## src/rtl/uart_result_tx_if.sv

```systemverilog
// uart_result_tx_if: result handshake into the UART reporter plus its status/line outputs.
// master drives result_valid/result/op; slave (the reporter) drives o_Tx_Serial/busy/frame_done/overrun.
interface uart_result_tx_if;
    logic       result_valid;
    logic [1:0] result;
    logic [1:0] op;
    logic       o_Tx_Serial;
    logic       busy;
    logic       frame_done;
    logic       overrun;

    modport master (
        output result_valid, result, op,
        input  o_Tx_Serial, busy, frame_done, overrun
    );

    modport slave (
        input  result_valid, result, op,
        output o_Tx_Serial, busy, frame_done, overrun
    );
endinterface

```

## src/rtl/uart_result_tx.sv

```systemverilog
// uart_result_tx: sends the 4-byte ASCII frame "R", '0'+op, '0'+result, LF as 8N1 UART.
// Ports: clk, reset (sync, active-high), bus (slave): result_valid/result/op in; line/busy/frame_done/overrun out.
module uart_result_tx #(
    parameter int CLKS_PER_BIT = 434
) (
    input  logic      clk,
    input  logic      reset,
    uart_result_tx_if.slave bus
);

    localparam int CW = (CLKS_PER_BIT > 1) ? $clog2(CLKS_PER_BIT) : 1;
    localparam logic [CW-1:0] LAST = CW'(CLKS_PER_BIT - 1);

    typedef enum logic [1:0] {IDLE, START, DATA, STOP} state_t;

    state_t      state, state_n;
    logic [CW-1:0] cnt, cnt_n;
    logic [2:0]  bit_idx, bit_idx_n;
    logic [1:0]  byte_idx, byte_idx_n;
    logic [1:0]  lat_op, lat_op_n;
    logic [1:0]  lat_res, lat_res_n;
    logic [1:0]  pend_op, pend_op_n;
    logic [1:0]  pend_res, pend_res_n;
    logic        pend_full, pend_full_n;
    logic        tx, tx_n;
    logic        busy_q, busy_n;
    logic        done_q, done_n;
    logic        ovr_q, ovr_n;
    logic [7:0]  cur_byte;

    always_comb begin
        unique case (byte_idx)
            2'd0:    cur_byte = 8'h52;
            2'd1:    cur_byte = {6'b001100, lat_op};
            2'd2:    cur_byte = {6'b001100, lat_res};
            default: cur_byte = 8'h0A;
        endcase
    end

    // Line level is computed for the next state so the output stays registered.
    always_comb begin
        state_n     = state;
        cnt_n       = cnt;
        bit_idx_n   = bit_idx;
        byte_idx_n  = byte_idx;
        lat_op_n    = lat_op;
        lat_res_n   = lat_res;
        pend_op_n   = pend_op;
        pend_res_n  = pend_res;
        pend_full_n = pend_full;
        tx_n        = tx;
        done_n      = 1'b0;
        ovr_n       = 1'b0;

        case (state)
            IDLE: begin
                if (pend_full || bus.result_valid) begin
                    state_n    = START;
                    cnt_n      = '0;
                    bit_idx_n  = '0;
                    byte_idx_n = '0;
                    tx_n       = 1'b0;
                end
                if (pend_full) begin
                    lat_op_n    = pend_op;
                    lat_res_n   = pend_res;
                    pend_full_n = 1'b0;
                    // Pending launches; a simultaneous pulse refills it without overrun.
                    if (bus.result_valid) begin
                        pend_op_n   = bus.op;
                        pend_res_n  = bus.result;
                        pend_full_n = 1'b1;
                    end
                end else if (bus.result_valid) begin
                    lat_op_n  = bus.op;
                    lat_res_n = bus.result;
                end
            end
            START: begin
                if (cnt == LAST) begin
                    state_n   = DATA;
                    cnt_n     = '0;
                    bit_idx_n = '0;
                    tx_n      = cur_byte[0];
                end else begin
                    cnt_n = cnt + CW'(1);
                end
            end
            DATA: begin
                if (cnt == LAST) begin
                    cnt_n = '0;
                    if (bit_idx == 3'd7) begin
                        state_n = STOP;
                        tx_n    = 1'b1;
                    end else begin
                        bit_idx_n = bit_idx + 3'd1;
                        tx_n      = cur_byte[bit_idx + 3'd1];
                    end
                end else begin
                    cnt_n = cnt + CW'(1);
                end
            end
            default: begin
                if (cnt == LAST) begin
                    cnt_n = '0;
                    if (byte_idx == 2'd3) begin
                        state_n = IDLE;
                        done_n  = 1'b1;
                        tx_n    = 1'b1;
                    end else begin
                        byte_idx_n = byte_idx + 2'd1;
                        state_n    = START;
                        tx_n       = 1'b0;
                    end
                end else begin
                    cnt_n = cnt + CW'(1);
                end
            end
        endcase

        if (state != IDLE && bus.result_valid) begin
            pend_op_n   = bus.op;
            pend_res_n  = bus.result;
            pend_full_n = 1'b1;
            ovr_n       = pend_full;
        end

        busy_n = (state_n != IDLE) || pend_full_n;
    end

    always_ff @(posedge clk) begin
        if (reset) begin
            state     <= IDLE;
            cnt       <= '0;
            bit_idx   <= '0;
            byte_idx  <= '0;
            lat_op    <= '0;
            lat_res   <= '0;
            pend_op   <= '0;
            pend_res  <= '0;
            pend_full <= 1'b0;
            tx        <= 1'b1;
            busy_q    <= 1'b0;
            done_q    <= 1'b0;
            ovr_q     <= 1'b0;
        end else begin
            state     <= state_n;
            cnt       <= cnt_n;
            bit_idx   <= bit_idx_n;
            byte_idx  <= byte_idx_n;
            lat_op    <= lat_op_n;
            lat_res   <= lat_res_n;
            pend_op   <= pend_op_n;
            pend_res  <= pend_res_n;
            pend_full <= pend_full_n;
            tx        <= tx_n;
            busy_q    <= busy_n;
            done_q    <= done_n;
            ovr_q     <= ovr_n;
        end
    end

    assign bus.o_Tx_Serial = tx;
    assign bus.busy        = busy_q;
    assign bus.frame_done  = done_q;
    assign bus.overrun     = ovr_q;

endmodule
```

## src/flat_wrapper.sv

```systemverilog
// flat-port wrapper written by rule: the top's interface ports become plain ports
module uart_result_tx_flat 
#(
    parameter int CLKS_PER_BIT = 434
)
  (clk, reset, bus_result_valid, bus_result, bus_op, bus_o_Tx_Serial, bus_busy, bus_frame_done, bus_overrun);
  uart_result_tx_if bus_i ();
  input  logic clk;
  input  logic reset;
  input wire logic [$bits(bus_i.result_valid)-1:0] bus_result_valid;
  input wire logic [$bits(bus_i.result)-1:0] bus_result;
  input wire logic [$bits(bus_i.op)-1:0] bus_op;
  output wire logic [$bits(bus_i.o_Tx_Serial)-1:0] bus_o_Tx_Serial;
  output wire logic [$bits(bus_i.busy)-1:0] bus_busy;
  output wire logic [$bits(bus_i.frame_done)-1:0] bus_frame_done;
  output wire logic [$bits(bus_i.overrun)-1:0] bus_overrun;
  assign bus_i.result_valid = bus_result_valid;
  assign bus_i.result = bus_result;
  assign bus_i.op = bus_op;
  assign bus_o_Tx_Serial = bus_i.o_Tx_Serial;
  assign bus_busy = bus_i.busy;
  assign bus_frame_done = bus_i.frame_done;
  assign bus_overrun = bus_i.overrun;
  uart_result_tx #(.CLKS_PER_BIT(CLKS_PER_BIT)) u_core (.clk(clk), .reset(reset), .bus(bus_i));
endmodule
```

## config.mk

```make
export PLATFORM = sky130hd
export DESIGN_NAME = uart_result_tx_flat
export DESIGN_NICKNAME = d
export VERILOG_FILES = /design/src/rtl/uart_result_tx_if.sv /design/src/rtl/uart_result_tx.sv /design/src/flat_wrapper.sv
export SDC_FILE = /design/constraint.sdc
export NUM_CORES = 1
export LEC_CHECK = 0
export BUFFER_PORTS_ARGS = -buffer_cell sky130_fd_sc_hd__buf_2
export CORE_MARGIN = 5
export CORE_UTILIZATION = 50
export DETAILED_ROUTE_END_ITERATION = 12
export PLACE_DENSITY = 0.68
export SETUP_SLACK_MARGIN = 0.15
export SLEW_MARGIN = 0
export SYNTH_ARGS = -nofsm -noshare
export SYNTH_HDL_FRONTEND = slang
export SYNTH_SLANG_ARGS = --single-unit
```

## constraint.sdc

```tcl
create_clock -name clk -period 1.9 [get_ports clk]
set_input_delay 0 -clock clk [delete_from_list [all_inputs] [get_ports clk]]
set_output_delay 0 -clock clk [all_outputs]
set_load 0.03 [all_outputs]
```

[After elaboration in Yosys (flattened, before gate mapping)]
Cells that the tools add are included.
Word-level totals
  bits in latches: 0
  register bits after elaboration: 29
  output and inout port bits: 4
  RAM bits: 0
  input bits: 7
  logic and storage cells: 96
  memory bits (read-only): 0
  memories kept: 0
Operators by class
  div/mod/pow operators: 0
  equal/unequal tests: 12
  $lt $le $gt $ge: 1
  bitwise operators: 3
  reduce and logical (&&, ||, !) cells: 21
  multiplexer cells: 43
  multiply operators: 0
  shifts and indexed selects: 0
  add/subtract/negate cells: 3
Operators with widths (count)
  $mux W2: 18
  $mux W9: 3
  $pmux W7 S3: 1
  $reduce_bool A2 Y1: 7
  $mux W1: 12
  $mux W3: 4
  $add A9 B1 Y9 const B: 1
  $eq A9 B9 Y1 const B: 1
  $pmux W3 S3: 1
  $reduce_and A4 Y1: 2
  $eq A2 B2 Y1 const B: 3
  $ne A2 B1 Y1 const B: 3
  $pmux W2 S3: 1
  $reduce_and A5 Y1: 1
  $reduce_or A5 Y1: 1
  $eq A2 B1 Y1 const B: 2
  $logic_not A2 Y1: 2
  $lt A3 B4 Y1 const B: 1
  $ne A2 B2 Y1 const B: 2
  $pmux W2 S2: 1
  $reduce_or A2 Y1: 2
  $add A3 B1 Y3 const B: 1
  $bmux W1 S3: 1
  $eq A3 B3 Y1 const B: 1
  8 further kinds: 11

[Longest topological paths before layout]
  depth in word-level cells: 7
  gate-level depth with buffers: 8

[Least setup slack after synthesis]
OpenSTA, ideal clock, no wires.
  path type: register to register
  from: reg u_core.state[0]
  to: reg u_core.bit_idx[0]
  stages on the path, launching flop included: 8
  period minus slack after synthesis: 1.703 ns
  slack: 0.197 ns
  data required time: 1.829 ns
  arrival time: 1.633 ns
  setup time: 0.071 ns
  cell sequence: dfxtp_1 inv_1 ha_1 clkbuf_1 a21oi_1 o211ai_2 or3b_1 a21oi_1
Between the ends
  cells in the longest elaborated chain, start to end: 3
  elaborated cells on any way between the ends: 10
  classes of those cells: eq/ne (6); mux (1); reduce/logical (3)
Ends and longest elaborated chain
  start, declared: line uart_result_tx.sv:16  | state_t state, state_n;
  start signal, assigned: line uart_result_tx.sv:147  | state <= state_n;
  $eq A2 B2 Y1 (tied with other cells): line uart_result_tx.sv:55  | case (state)
  $ne A2 B1 Y1 (no line) (tied with other cells)
  $reduce_and A5 Y1 (no line)
  end signal, assigned: line uart_result_tx.sv:149  | bit_idx <= bit_idx_n;
  end, declared: line uart_result_tx.sv:18  | logic [2:0] bit_idx, bit_idx_n;
Parallel ways exist; a longest one is shown, timed or not.
A chain may end at the register's enable or synchronous reset.

[Final worst setup path]
  from: reg u_core.cnt[1]
  to: reg u_core.cnt[8]
Between the ends
  cells in the longest elaborated chain, start to end: 3
  elaborated cells on any way between the ends: 4
  classes of those cells: add/sub (1); eq/ne (1); mux (2)
Ends and longest elaborated chain
  start, declared: line uart_result_tx.sv:17  | logic [CW-1:0] cnt, cnt_n;
  start signal, assigned: line uart_result_tx.sv:148  | cnt <= cnt_n;
  $add A9 B1 Y9 or $eq A9 B9 Y1 (tied branches)
  $mux W9 *: line uart_result_tx.sv:80, uart_result_tx.sv:90, uart_result_tx.sv:104
  $mux W9 *
Every way passes the cells marked *; elsewhere a longest branch is shown, timed or not.

==> summary.txt <==
Worst Setup Start Kind = flop
Final wirelength = 3460 µm
Setup Total Neg Slack = 0 ns
Number of max-cap violations = 0
Fin crit share = 0.878
Worst hold path class = in -> reg
Cell area after synthesis = 1590 µm²
Comb pwr share = 0.177
CTS Buf Count = 5
Vias in the first global route = 1377
Area leader, netlist = dfxtp_1
Post-route ant nets = 0
Dpl hpwl = 2440 µm
Area growth syn-to-layout = 22.6%
Sequential share of the synthesized area = 0.366
Number of synthesized flops with an enable pin = 0
Clock transition at path regs = 0.10 ns
Root buf cell = clkbuf_4
Crit path DAT = 1.88 ns
Net Switching = 0.393 mW
Top FF cell, synth = dfxtp_1
Starting Density = 0.520
Actual slew at the worst max-slew pin = 0.526 ns
Largest fanout on the critical path = 6
Detailed Routing Iterations Pass 1 = 4
Final nets = 233
Largest net degree at the start of global routing = 30
Critical path cell sequence = inv_1 > ha_1 > inv_1 > nor4_4 > buf_4 > nor2_1 > buf_4 > a41oi_2 > a311oi_1
Ports = 11
Post-Synth Simple-Gate Area = 0.219
Synth Area in Compound Gates = 0.222
Crit path capture type = flop
Post-synthesis mux area share = 0.0505
First-pass GRT wire length = 5970 µm
Cell Int Power = 1.06 mW
Fmax = 0.599 GHz
List of most frequent post-synthesis cells = dfxtp_1, nor2_1, nand2_1
Port Buffers = 10
N_diodes = 0
Core Region = 3050 µm²
Part of the power in registers = 0.455
Outcome = finished clean
Setup Viol. Count Final = 0
Total track usage = 0.176
Clock tree buffer depth = 2
Die H = 66.3 µm
Most common cell in the synthesized netlist = dfxtp_1
Slew HR = 0.649
CP max-delay cell = dfxtp_4
Syn avg cell area = 8.31 µm²
Asr flop ratio synth = 0
DR vias/cell = 5.49
Average wire per standard cell = 13.4 µm
Vias = 1421
XOR/XNOR share of the synthesized area = 0
GP Congestion = 0.828
Largest cells by area after synthesis = dfxtp_1, ha_1, nor2_1
Fin. max-slew vios = 0
CTS tree = done
Initial antenna violation count = 0
Main combinational cell family by area after synthesis = compound AO/OA/AOI/OAI gates
Share of cells above drive strength 1 = 0.242
Unique masters post-synth = 36
Yosys reg bits = 29
Syn_nets = 210
Overflow after GRT = 0
CP Class = reg -> reg
Buffers & Inverters on Critical Path = 4
Tot Pwr = 1.45 mW
Hold slack = 0.119 ns
RSZ-0062 raised after global routing = true
Sw Ratio = 0.271
Gate Count Post-Synth = 191
Die area = 4400 µm²
P_leak = 0.713 nW
Post-layout min period = 1.67 ns
Final hold vios = 0
Peak supply drop = 0.425 mV
Worst skew pair latency = 0.34 ns
PD cells = 746 nW/µm²
Req. time, crit path = 2.11 ns
Share of the synthesized area in the top cell type = 0.366
DR iter-0 viols = 110
Die width = 66.3 µm
Clk sinks = 29
Synth Area in Adders = 0.0946
Row cnt = 20
CTS H-tree lvls = 2
CP max stage delay = 0.35 ns
Critical path's top delay family = buffers and inverters
Yosys warnings = 0
DRC = 0
Final Skew = 0.0156 ns
Clock share of power = 0.368
-- worst register-to-register path: cells and delay by family (launching register included) --
kind | cells | cell delay, ns
compound gates | 2 | 0.24
simple gates | 2 | 0.38
flops | 1 | 0.35
fa+ha+maj | 1 | 0.13
buf+inv | 4 | 0.44
-- power by group through the flow --
| stage | sequential (mW) | combinational [mW] | clock, mW |
|---|---|---|---|
| after floorplan | 0.682 | 0.159 | 0 |
| after global placement | 0.673 | 0.224 | 0 |
| after detailed placement | 0.674 | 0.229 | 0 |
| after CTS | 0.660 | 0.246 | 0.544 |
| after global routing | 0.665 | 0.287 | 0.579 |
| final | 0.660 | 0.257 | 0.534 |
-- metrics by stage --
| step | instance area, µm² | std cells | util | worst slack (ns) |
|---|---|---|---|---|
| 6_report | 1940 | 259 | 0.637 | 0.231 |
| 4_1_cts | 1870 | 257 | 0.611 | 0.118 |
| 3_5_place_dp | 1690 | 241 | 0.555 | 0.0789 |
| 2_1_floorplan | 1590 | 191 | - | 0.197 |
| 3_3_place_gp | 1690 | 241 | 0.555 | 0.137 |
| 5_1_grt | 1940 | 259 | 0.637 | 0.141 |
-- what timing repair did --
action	CTS	global route
gates cloned	0	1
pin swaps	2	5
hold buffers	5	0
endpoints found under the hold margin	4	0
endpoints found under the setup margin	4	21
resized for setup	4	19
setup buffers	3	1
-- per-layer routing --
layer / GRT usage / part of all wire / vias up
met3: 0.0425 / 0.033 / 9
met1: 0.224 / 0.47 / 663
met4: 0.0736 / 0.019 / 0
li1: - / - / 730
met2: 0.280 / 0.47 / 19
met5: 0 / 0 / -
-- sequential cells by signal (all words and copies together), names as in the netlist --
signal                  flops
u_core.cnt                  9
u_core.bit_idx              3
u_core.byte_idx             2
u_core.lat_op               2
u_core.lat_res              2
u_core.pend_op              2
u_core.pend_res             2
u_core.state                2
u_core.bus.busy             1
u_core.bus.frame_done       1
u_core.bus.o_Tx_Serial      1
u_core.bus.overrun          1
u_core.pend_full            1
-- final cells by class --
class,count,area [µm²]
inverters,9,33.8
clock buffers,7,55.1
fillers,290,1110
repair buffers,26,180
multi-input cells,143,997
flip-flops and latches,29,593
clock inverters,1,30.0
well taps,44,55.1
-- cells in the final DEF (no fill, tap or decap), types with 6 or more instances in the layout --
cell type,n
buf_2,11
inv_1,9
nand3_1,8
mux2i_1,8
a21oi_1,12
o21ai_0,10
nand2_1,17
dfxtp_2,7
a311oi_1,6
nor3_1,6
nor2_1,23
buf_4,10
dfxtp_1,21
ha_1,10
-- logic make-up after synthesis --
| family | Yosys count |
|---|---|
| buffers and inverters | 19 |
| and+or+nand+nor | 71 |
| DFF | 29 |
| muxes | 8 |
| AOI/OAI and AO/OA | 52 |
| adders and majority gates | 12 |
-- worst paths after layout --
path                                    startpoint            endpoint  slack [ns]  cells after the start
worst max-delay path                 u_core.cnt[1]       u_core.cnt[8]        0.23                      9
worst min-delay path                         reset     u_core.state[0]        0.12                      2
worst max register to register       u_core.cnt[1]       u_core.cnt[8]        0.23                      9
worst min register to register  u_core.pend_res[1]  u_core.pend_res[1]        0.47                      2
(Power assumes the default switching activity.)
